### src/rtl/uart_tx_pkt_ser.sv
// rtl/uart_tx_pkt_ser.sv - word-to-byte packet serializer with optional header/checksum framing
// feeding an inferred byte FIFO drained by the UART TX engine.
module uart_tx_pkt_ser #(
  parameter int          WORD_BYTES = 4,
  parameter int          FIFO_DEPTH = 128,
  parameter int          ALEMPTY_TH = 4,
  parameter int          MSB_FIRST  = 0,
  parameter int          HDR_EN     = 1,
  parameter logic [7:0]  HDR_BYTE   = 8'hA5,
  parameter int          CSUM_EN    = 1
) (
  input  logic                          clk,
  input  logic                          rst,
  input  logic [8*WORD_BYTES-1:0]       i_tx_data,
  input  logic                          i_tx_data_vld,
  output logic                          o_tx_ready,
  output logic                          o_tx_busy,
  output logic                          o_tx_drop,
  input  logic                          i_urttx_rd_en,
  output logic [7:0]                    o_urttx_rd_dat,
  output logic                          o_urttx_empty,
  output logic                          o_urttx_alempty,
  output logic                          o_urttx_full,
  output logic [$clog2(FIFO_DEPTH):0]   o_urttx_usedw
);

  localparam int AW = $clog2(FIFO_DEPTH);
  localparam int UW = AW + 1;
  localparam int IW = (WORD_BYTES > 1) ? $clog2(WORD_BYTES) : 1;

  typedef enum logic [1:0] {S_IDLE, S_HDR, S_DATA, S_CSUM} state_t;

  state_t                  state;
  logic [8*WORD_BYTES-1:0] word_q;
  logic [IW-1:0]           idx;
  logic [7:0]              csum;
  logic                    tx_ready;
  logic                    tx_busy;
  logic                    tx_drop;

  logic [7:0]              mem [FIFO_DEPTH];
  logic [AW-1:0]           wr_ptr;
  logic [AW-1:0]           rd_ptr;
  logic [UW-1:0]           usedw;
  logic [7:0]              rd_dat;

  logic                    full;
  logic                    empty;
  logic                    wr_en;
  logic                    rd_do;
  logic [7:0]              data_byte;
  logic [7:0]              wr_byte;

  assign full  = (usedw == UW'(FIFO_DEPTH));
  assign empty = (usedw == '0);
  assign rd_do = i_urttx_rd_en && !empty;

  always_comb begin
    data_byte = '0;
    for (int i = 0; i < WORD_BYTES; i++) begin
      if (idx == IW'(i)) begin
        data_byte = (MSB_FIRST != 0) ? word_q[8*(WORD_BYTES-1-i) +: 8] : word_q[8*i +: 8];
      end
    end
  end

  // A full FIFO freezes the FSM: no write, and state/idx/checksum hold.
  always_comb begin
    wr_en   = (state != S_IDLE) && !full;
    wr_byte = '0;
    case (state)
      S_HDR:   wr_byte = HDR_BYTE;
      S_DATA:  wr_byte = data_byte;
      S_CSUM:  wr_byte = csum;
      default: wr_byte = '0;
    endcase
  end

  always_ff @(posedge clk) begin
    if (rst) begin
      state    <= S_IDLE;
      word_q   <= '0;
      idx      <= '0;
      csum     <= '0;
      tx_ready <= 1'b1;
      tx_busy  <= 1'b0;
      tx_drop  <= 1'b0;
    end else begin
      tx_drop <= i_tx_data_vld && !tx_ready;
      case (state)
        S_IDLE: begin
          if (i_tx_data_vld) begin
            word_q   <= i_tx_data;
            csum     <= '0;
            idx      <= '0;
            tx_ready <= 1'b0;
            tx_busy  <= 1'b1;
            state    <= (HDR_EN != 0) ? S_HDR : S_DATA;
          end
        end
        S_HDR: begin
          if (!full) state <= S_DATA;
        end
        S_DATA: begin
          if (!full) begin
            csum <= csum + data_byte;
            if (idx == IW'(WORD_BYTES-1)) begin
              idx <= '0;
              if (CSUM_EN != 0) begin
                state <= S_CSUM;
              end else begin
                state    <= S_IDLE;
                tx_ready <= 1'b1;
                tx_busy  <= 1'b0;
              end
            end else begin
              idx <= idx + IW'(1);
            end
          end
        end
        S_CSUM: begin
          if (!full) begin
            state    <= S_IDLE;
            tx_ready <= 1'b1;
            tx_busy  <= 1'b0;
          end
        end
        default: state <= S_IDLE;
      endcase
    end
  end

  always_ff @(posedge clk) begin
    if (wr_en) mem[wr_ptr] <= wr_byte;
  end

  always_ff @(posedge clk) begin
    if (rst) begin
      wr_ptr <= '0;
      rd_ptr <= '0;
      usedw  <= '0;
      rd_dat <= '0;
    end else begin
      if (wr_en) wr_ptr <= wr_ptr + AW'(1);
      if (rd_do) begin
        rd_ptr <= rd_ptr + AW'(1);
        rd_dat <= mem[rd_ptr];
      end
      case ({wr_en, rd_do})
        2'b10:   usedw <= usedw + UW'(1);
        2'b01:   usedw <= usedw - UW'(1);
        default: usedw <= usedw;
      endcase
    end
  end

  assign o_tx_ready      = tx_ready;
  assign o_tx_busy       = tx_busy;
  assign o_tx_drop       = tx_drop;
  assign o_urttx_rd_dat  = rd_dat;
  assign o_urttx_empty   = empty;
  assign o_urttx_full    = full;
  assign o_urttx_alempty = (usedw <= UW'(ALEMPTY_TH));
  assign o_urttx_usedw   = usedw;

endmodule

### config.mk
export PLATFORM = sky130hd
export DESIGN_NAME = uart_tx_pkt_ser
export DESIGN_NICKNAME = d
export VERILOG_FILES = /design/src/rtl/uart_tx_pkt_ser.sv
export SDC_FILE = /design/constraint.sdc
export NUM_CORES = 1
export LEC_CHECK = 0
export CORE_MARGIN = 2
export CORE_UTILIZATION = 65
export DETAILED_ROUTE_END_ITERATION = 7
export GPL_ROUTABILITY_DRIVEN = 1
export MAX_ROUTING_LAYER = met4
export PLACE_DENSITY = 0.92
export SKIP_LAST_GASP = 1
export SYNTH_ARGS = -nofsm -noshare
export SYNTH_HDL_FRONTEND = slang
export SYNTH_SLANG_ARGS = --single-unit
### constraint.sdc
create_clock -name clk -period 13.18 [get_ports clk]
set_input_delay 1.318 -clock clk [delete_from_list [all_inputs] [get_ports clk]]
set_output_delay 1.318 -clock clk [all_outputs]
set_load 0.1 [all_outputs]
==> impl_metrics.py <==
metrics = {
    "worst_setup_path": {
        "cp_num_buf_inv": 2,
        "crit_path_max_incr_delay_ps": 940,
        "critical_path_class": "flop to flop",
        "crit_required_ps": 13710,
        "crit_top_cell": "buf_4",
        "critPathSlowestCell": "nand3b_1",
        "crit_family": "buffers and inverters",
        "cp-start-kind": "flop",
        "crit_arrival_ps": 6010,
        "crit_fanout": 43,
        "worstPathCellList": "buf_4 > buf_4 > nand3b_1 > o22ai_1 > o21ai_0 > nand4_1 > a211oi_1 > nor3_1",
        "cp-end-kind": "flop",
    },
    "power": {
        "total_leakage_power_uw": 0.0141,
        "power.density_mw_per_mm2": 200,
        "vdd_drop_max_mv": 0.271,
        "power_uw": 9680,
    },
    "route": {
        "drtIter0Drc": 5450,
        "route.detailed.drc": 109,
        "vias": 26100,
        "drt-total-wl_mm": 126,
        "detail_route.vias_per_cell": 7.59,
        "wl_per_cell_um": 36.6,
        "first_pass_iters": 8,
        "antenna_left": 0,
    },
    "sta": {
        "skew_ps": 46.1,
        "setup_viol": 0,
        "finalSetupTns_ps": 0,
        "period_minus_slack_ps": 5480,
        "hold_viol_final": 0,
        "rsz0062_at_grt": "no",
        "tightest_slew_ps": 1480,
        "min_period_over_period_pct": 41.6,
        "max_slew_margin_pct": 0.786,
        "max_freq_ghz": 0.183,
        "maxSlewViolCount": 0,
        "hold_ws_ps": 460,
    },
    "synthesis": {
        "synth_seq_cells": 1101,
        "synth_seq_area_share_pct": 73.7,
        "syn_inst": 2402,
        "syn_area_mm2": 0.0438,
        "syn-num-nets": 2465,
        "syn_area_per_cell_um2": 18.2,
        "synth-main-ff-cell": "edfxtp_1",
        "synth_edf_count": 1024,
        "synth_cell_types": 63,
        "yosysWarningCount": 0,
        "async_flop_share_pct": 0,
    },
    "clock_tree": {
        "cts_buffers": 99,
        "ctsHoldBuffers": 0,
        "htree_levels": 3,
        "cts.sinks": 1101,
        "path_clk_slew_ps": 70,
        "cts_root_buf": "clkbuf_16",
        "cts_tree": "built",
        "cts_setup_buffers": 0,
        "cts.repair.resized": 0,
        "clockBufferDepth": 3,
        "worstSkewPairLatency_ps": 690,
    },
    "global_routing": {
        "grt_pass1_wl_mm": 182,
        "antenna_found_initial": 17,
        "grt_overflow": 0,
        "grt_pass1_vias": 25900,
        "grt_use_total_pct": 37.7,
        "grt_max_degree": 101,
    },
    "die": {
        "die_x_um": 264,
        "start_util_pct": 65.5,
        "ios": 58,
        "die_height_um": 264,
        "rows": 95,
        "dieArea_mm2": 0.0695,
        "core_mm2": 0.0669,
    },
    "placed_design": {
        "io_buffers": 57,
        "gp_congestion": 0.900,
        "place_inst": 3226,
        "dp_hpwl_mm": 65.8,
    },
    "layout": {
        "post_route_cells_drive_above_1_share_pct": 16.6,
        "nets": 2518,
        "area_growth_pct": 10.6,
        "stdcell_count": 3437,
        "fin_util_pct": 72.4,
    },
    "outcome": {
        "status": "complete, but fails checks",
        "violations": "design-rule violations, max-capacitance violations",
    },
    "flow_run": {
        "max_cap_viol_count": 1,
    },
    "hold_path": {
        "hold_path_class": "flop to flop",
    },
}
-- flip-flops by register name, indices dropped and copies added (netlist names), 7 cells and up --
signal	cells
wr_ptr	7
rd_ptr	7
word_q	32
o_urttx_usedw	8
csum	8
o_urttx_rd_dat	8
mem	1024
-- kinds of logic (layout without fill, tap and decap cells) --
logic type / count (synthesis) / count (layout) / share of synthesized area (%)
fa+ha+maj: 27 / 27 / 0.805
flops: 1101 / 1101 / 73.7
buf+inv: 161 / 301 / 1.83
compound gates: 295 / 295 / 4.47
xor+xnor: 17 / 17 / 0.340
simple gates: 426 / 426 / 4.26
mux: 375 / 375 / 14.6
other cells: 0 / 22 / 0
-- worst register-to-register path, stage by stage, from the launching register on --
cell and delay, ps:
dfxtp_4 780, buf_4 860, buf_4 800, nand3b_1 1010, o22ai_1 300, o21ai_0 430
nand4_1 360, a211oi_1 610, nor3_1 170
-- cells in the final DEF (no fill, tap or decap), types with 6 or more instances in the layout --
| master | n |
|---|---|
| a2111oi_0 | 7 |
| a211oi_1 | 19 |
| a21oi_1 | 79 |
| a221oi_1 | 14 |
| a22oi_1 | 32 |
| buf_4 | 32 |
| bufinv_16 | 10 |
| clkbuf_1 | 20 |
| clkbuf_16 | 102 |
| clkdlybuf4s50_1 | 56 |
| clkinv_1 | 22 |
| clkinv_2 | 20 |
| dfxtp_1 | 74 |
| diode_2 | 22 |
| edfxtp_1 | 1024 |
| ha_1 | 25 |
| inv_1 | 21 |
| mux2_2 | 6 |
| mux2i_1 | 158 |
| mux4_2 | 211 |
| nand2_1 | 128 |
| nand3_1 | 12 |
| nand3b_1 | 18 |
| nand4_1 | 7 |
| nor2_1 | 190 |
| nor2b_1 | 17 |
| nor3_1 | 16 |
| o211ai_1 | 7 |
| o21a_1 | 6 |
| o21ai_0 | 38 |
| o21bai_1 | 9 |
| o221ai_1 | 14 |
| o22ai_1 | 39 |
| xnor2_1 | 9 |
| xor2_1 | 8 |
-- area by class of cell --
cell class | instances | area, µm²
Clock buffer | 127 | 2700
Multi-Input combinational cell | 1140 | 10800
Antenna cell | 22 | 55.1
Inverter | 24 | 90.1
Fill cell | 3374 | 18400
Tap cell | 873 | 1090
Timing Repair Buffer | 89 | 806
Clock inverter | 61 | 586
Sequential cell | 1101 | 32300
-- metrics by stage --
stage | instance area [µm²] | worst slack, ps
2_1_floorplan | 43800 | 6960
3_3_place_gp | 45100 | 8190
3_5_place_dp | 45100 | 7880
4_1_cts | 48400 | 7900
5_1_grt | 48500 | 7510
6_report | 48500 | 7700
-- where the power goes --
group	total (µW)	internal [µW]	switching, µW
clock	2980	1650	1330
combinational	2260	669	1600
sequential	4440	4300	135
total	9680	6620	3060
-- cells in the mapped netlist, drive strengths merged (19+ instances only) --
master  number  area [µm²]
a22oi       32         240
nand2      128         480
inv         23        86.3
buf         77         488
a211oi      19         143
nor2       194         728
clkbuf      60         225
ha          25         313
dfxtp       77        1540
mux2i      158        1580
o21ai       38         190
o22ai       39         244
edfxtp    1024       30700
a21oi       80         404
mux4       211        4750
-- per-layer routing --
metal  part of all wire, %  vias to the layer above  track usage, %
met1                    31                    12700            44.8
met5                     0                        -               -
met2                    46                     2822            55.7
met3                    16                      821            14.0
li1                      -                     9775               -
met4                   8.0                        0            22.4
-- worst paths after layout --
check | from | end | slack, ps | cells after the start
min | word_q[9]$_SDFFE_PP0P_ | word_q[9]$_SDFFE_PP0P_ | 460 | 2
max reg2reg | rd_ptr[0]$_SDFFE_PP0P_ | o_urttx_rd_dat[5]$_SDFFE_PP0P_ | 7700 | 8
min reg2reg | word_q[9]$_SDFFE_PP0P_ | word_q[9]$_SDFFE_PP0P_ | 460 | 2
max | rd_ptr[0]$_SDFFE_PP0P_ | o_urttx_rd_dat[5]$_SDFFE_PP0P_ | 7700 | 8
(Power assumes the default switching activity.)
